`src/rtl/pll_ctl.sv`:
```
// PLL bring-up sequencer: standby, lock wait, settle, run and failure handling.
// Emits fixed divider settings and a registered clock-good / system reset pair.
module pll_ctl #(
  parameter int STBY_CYCLES   = 16,
  parameter int LOCK_TIMEOUT  = 1024,
  parameter int SETTLE_CYCLES = 64
) (
  input  logic       clk,
  input  logic       reset_l,
  input  logic       relock,
  input  logic       pll_lock,
  output logic       pll_stby,
  output logic       pll_pbstby,
  output logic       pll_pcstby,
  output logic       pll_m0,
  output logic [3:0] pll_n,
  output logic [3:0] pll_pa,
  output logic [3:0] pll_pb,
  output logic [3:0] pll_pc,
  output logic       clk_ok,
  output logic       sys_reset_l,
  output logic       lock_err,
  output logic [2:0] state
);

  typedef enum logic [2:0] {
    S_HOLD   = 3'd0,
    S_WAIT   = 3'd1,
    S_SETTLE = 3'd2,
    S_RUN    = 3'd3,
    S_FAIL   = 3'd4
  } state_e;

  localparam logic [11:0] STBY_LAST   = 12'(STBY_CYCLES - 1);
  localparam logic [11:0] TMO_LAST    = 12'(LOCK_TIMEOUT - 1);
  localparam logic [11:0] SETTLE_LAST = 12'(SETTLE_CYCLES - 1);

  state_e      state_q, state_d;
  logic [11:0] cnt_q, cnt_d;
  logic        meta_q, lock_s_q;
  logic        err_q, err_d;
  logic        stby_q, ok_q, srst_q;

  // Dividers must be stable before lock, so they are hard-wired.
  assign pll_pbstby = 1'b1;
  assign pll_pcstby = 1'b1;
  assign pll_m0     = 1'b1;
  assign pll_n      = 4'd7;
  assign pll_pa     = 4'd1;
  assign pll_pb     = 4'd1;
  assign pll_pc     = 4'd1;

  assign pll_stby    = stby_q;
  assign clk_ok      = ok_q;
  assign sys_reset_l = srst_q;
  assign lock_err    = err_q;
  assign state       = state_q;

  always_ff @(posedge clk or negedge reset_l) begin
    if (!reset_l) begin
      meta_q   <= 1'b0;
      lock_s_q <= 1'b0;
    end else begin
      meta_q   <= pll_lock;
      lock_s_q <= meta_q;
    end
  end

  always_comb begin
    state_d = state_q;
    err_d   = err_q;
    unique case (state_q)
      S_HOLD: begin
        if (cnt_q == STBY_LAST) state_d = S_WAIT;
      end
      S_WAIT: begin
        if (lock_s_q) begin
          state_d = S_SETTLE;
        end else if (cnt_q == TMO_LAST) begin
          state_d = S_FAIL;
          err_d   = 1'b1;
        end
      end
      S_SETTLE: begin
        if (!lock_s_q) state_d = S_HOLD;
        else if (cnt_q == SETTLE_LAST) state_d = S_RUN;
      end
      S_RUN: begin
        if (relock) begin
          state_d = S_HOLD;
          err_d   = 1'b0;
        end else if (!lock_s_q) begin
          state_d = S_HOLD;
          err_d   = 1'b1;
        end
      end
      S_FAIL: begin
        if (relock) begin
          state_d = S_HOLD;
          err_d   = 1'b0;
        end
      end
      default: state_d = S_HOLD;
    endcase
    cnt_d = (state_d != state_q) ? 12'd0 : cnt_q + 12'd1;
  end

  // Output flops follow the next state so they switch with the state register.
  always_ff @(posedge clk or negedge reset_l) begin
    if (!reset_l) begin
      state_q <= S_HOLD;
      cnt_q   <= 12'd0;
      err_q   <= 1'b0;
      stby_q  <= 1'b1;
      ok_q    <= 1'b0;
      srst_q  <= 1'b0;
    end else begin
      state_q <= state_d;
      cnt_q   <= cnt_d;
      err_q   <= err_d;
      stby_q  <= (state_d == S_HOLD) || (state_d == S_FAIL);
      ok_q    <= (state_d == S_RUN);
      srst_q  <= (state_d == S_RUN);
    end
  end

endmodule

```
`config.mk`:
```
export PLATFORM = sky130hd
export DESIGN_NAME = pll_ctl
export DESIGN_NICKNAME = d
export VERILOG_FILES = /design/src/rtl/pll_ctl.sv
export SDC_FILE = /design/constraint.sdc
export NUM_CORES = 1
export LEC_CHECK = 0
export ABC_CLOCK_PERIOD_IN_PS = 2300
export CORE_MARGIN = 4
export CORE_UTILIZATION = 30
export DETAILED_ROUTE_END_ITERATION = 8
export PLACE_DENSITY = 0.55
export REMOVE_ABC_BUFFERS = 1
export SYNTH_ARGS = -nofsm -noshare
export SYNTH_HDL_FRONTEND = slang
export SYNTH_SLANG_ARGS = --single-unit
```
`constraint.sdc`:
```
create_clock -name clk -period 2.3 [get_ports clk]
set_clock_uncertainty 0.05 [all_clocks]
set_input_delay 0.46 -clock clk [delete_from_list [all_inputs] [get_ports clk]]
set_output_delay 0.46 -clock clk [all_outputs]
set_load 0.005 [all_outputs]
```
==> results by group <==
Outcome
  – Status: finished, final reports clean

Yosys
  – FFs w/ async S/R, synth: between 90% and 100%
  – Leading area contributor after synthesis: dfrtp_1
  – Post-synth top area share: 39.8%
  – Synth warn: 0
  – Synth area leaders: dfrtp_1 (40%), buf_4 (13%), nor3_1 (4.2%)
  – Mean Syn Cell Area: 9.88 sq um
  – Main flop type after synthesis: dfrtp_1
  – Synthesis-stage register bit count: 20
  – Cells after Synth: 121
  – Count of unique library cells instantiated by Yosys: 38
  – Number of flops mapped to enable cells by yosys: 0
  – Post-synthesis sequential area ratio: between 40% and 50%
  – Mapped cell area: approximately 1200 sq um

Power and ir drop
  – Seq pwr share: 48.1%
  – Clock group share of total power: 24.0%
  – Sw Share: 32.7%
  – Internal power component: 0.733 mW
  – Gate power share: 27.9%
  – NetSw: 0.357 mW
  – VDD IR-drop max: 0.407 mV
  – Pwr/cell area: 833 nW/um^2
  – Leakage power figure: 0.588 nW

Critical path
  – Top delay family on crit path: simple AND/OR/NAND/NOR gates
  – CP Data Required Time: 2.43 ns
  – Crit start category: flip-flop
  – Setup Crit Path Kind: reg2reg
  – Crit end category: flip-flop
  – Arr. time, crit path: 2.18 ns
  – CP Cell Sequence: ha_1 > nand3_2 > or4_4 > or4_1 > a21oi_1
  – Slowest stage cell, crit path: or4_4
  – CP bufs+invs: 0
  – Crit-path max FO: 6
  – Slowest stage delay, CP: around 0.59 ns

Global routing
  – Initial antenna violation count: 0
  – Total track usage: slightly below 9%
  – Grt total ovfl: 0
  – First-pass GRT wire length: 3550 um
  – Largest net degree at the start of global routing: 13
  – Number of global-route vias before repair: 807

Routing
  – WL final: 2030 um
  – Wirelength per Cell: 11.3 um
  – Vias: 794
  – ANT nets after route: 0
  – Drt first pass iters: 4
  – Vias/cell: 4.44
  – Initial DRC count: 46
  – DR DRC count: 0

Clock network
  – Clock-pin transition on the worst setup and hold timing paths: 0.07 ns
  – Cts-stage hold buffer count: 0
  – CTS H-tree lvls: 1
  – Num Clock Sinks: 20
  – Clock tree buffer depth: 2
  – TritonCTS clock tree: done
  – Clk Latency, worst-skew pair: 0.25 ns
  – Resized Gates After CTS: 0
  – Root buf cell: clkbuf_8
  – Post-CTS Setup Inserts: 0
  – CTS Buf Count: 3

Floorplan
  – Row cnt: 22
  – Die X: 71.1 um
  – Initial Util: a little under a third
  – Die height: between 70 and 80 um
  – Die area: 5060 sq um
  – I/O pins: 30
  – Core area: 3740 sq um

Timing
  – Tcrit/Tclk final: 89.1%
  – Worst rel slew slack: 65.6%
  – Setup TNS: 0 ns
  – Final Hold Violating Endpoints: 0
  – RSZ-0062 raised after global routing: false
  – Fmax: 0.488 GHz
  – Final setup fails: 0
  – Worst Tran Pin Value: 0.515 ns
  – Max Slew Vio Count: 0
  – Tmin final: roughly 2.0 ns

Cells and area
  – Non-filler instance count after layout: ~180
  – Ant diodes: 0
  – Fin nets: 137
  – Syn-to-layout area delta: 9.42%
  – Layout cell share with drive strength beyond 1: 13.7%
  – Fillers: 392

Worst hold path
  – HP Class: reg2reg

Placed design
  – GPL Wtd Cong: 0.775
  – Post-DP HPWL: 1570 um
  – Cells after DPL: 175
  – Port bufs: 10

Run
  – Max_cap viols: 0
## cell usage after synthesis (3+ instances only)
| master | count |
|---|---|
| a21oi_1 | 4 |
| buf_4 | 21 |
| buf_6 | 3 |
| dfrtp_1 | 19 |
| nand2_1 | 5 |
| nand3_1 | 4 |
| nand4_1 | 3 |
| nor2_1 | 9 |
| nor3_1 | 10 |
| xnor2_1 | 4 |
| xor2_1 | 5 |
## cell type report
class                   instances  area, sq um  share of cell area, %
multi-input cells              91          553                   42.3
flip-flops and latches         20          502                   38.4
clock buffers                   4         55.1                   4.21
inverters                       2         7.51                  0.574
well taps                      48         60.1                   4.59
repair buffers                 14          130                   9.95
## power groups by stage
stage               clock network [mW]  logic (mW)  registers (mW)
floorplan                            0       0.209           0.508
global placement                     0       0.304           0.525
detailed placement                   0       0.309           0.530
CTS                              0.275       0.308           0.525
global route                     0.291       0.354           0.539
finish                           0.261       0.304           0.524
## layout by cell type, fill, tap and decap left out, types with 2 or more instances in the layout
master	instances
conb_1	19
dfrtp_1	19
nor3_1	10
clkdlybuf4s50_1	10
nor2_1	9
nand2_1	5
xor2_1	5
nand3_1	4
a21oi_1	4
xnor2_1	4
clkbuf_8	4
buf_4	4
nand4_1	3
inv_1	2
and3_1	2
nor3b_1	2
a21o_1	2
a211oi_1	2
o21ai_0	2
## cell families (layout without fill, tap and decap cells)
kind of cell | count (synthesis) | count (layout) | synth area share, %
and+or+nand+nor | 46 | 46 | 23.0
adders and majority gates | 1 | 1 | 1.05
other | 2 | 19 | 0.629
xor gates and xnor gates | 9 | 9 | 6.60
AOI/OAI and AO/OA | 16 | 16 | 9.63
buffers and inverters | 27 | 20 | 17.1
DFF | 20 | 20 | 42.0
## registers in the layout (all words and copies together), names as in the netlist
name and cells:
state 3, pll_stby 1, lock_err 1, sys_reset_l 1, meta_q 1, lock_s_q 1
cnt_q 12
## path summary, 6_finish.rpt
check / from / to / slack (ns) / cells past startpoint
min in group asynchronous: reset_l / lock_err / 0.49 / 1
worst max register to register: cnt_q[0] / state[2] / 0.25 / 5
worst min-delay path: meta_q / lock_s_q / 0.32 / 0
max in group asynchronous: reset_l / cnt_q[6] / 1.18 / 2
worst max-delay path: cnt_q[0] / state[2] / 0.25 / 5
worst min register to register: meta_q / lock_s_q / 0.32 / 0
## routing by layer
| layer | global-route usage [%] | part of all wire (%) | up-vias |
|---|---|---|---|
| met3 | 2.70 | 5.6 | 4 |
| met4 | 3.97 | 1.8 | 0 |
| met5 | 0 | 0 | - |
| li1 | - | - | 404 |
| met2 | 14.8 | 48 | 17 |
| met1 | 10.4 | 45 | 369 |
## metrics by stage
| stage | util [%] | power [mW] | cell area [sq um] | setup WS (ns) | hold slack, ns |
|---|---|---|---|---|---|
| after global placement | 33.5 | 0.829 | 1250 | 0.314 | 0.286 |
| after global routing | 34.9 | 1.18 | 1310 | 0.101 | 0.330 |
| final | 34.9 | 1.09 | 1310 | 0.251 | 0.315 |
| after CTS | 34.9 | 1.11 | 1310 | 0.251 | 0.321 |
| after floorplan | - | 0.717 | 1060 | 0.249 | 0.114 |
| after detailed placement | 33.5 | 0.839 | 1250 | 0.286 | 0.304 |
Note: power is estimated with default switching activity, not from simulation.
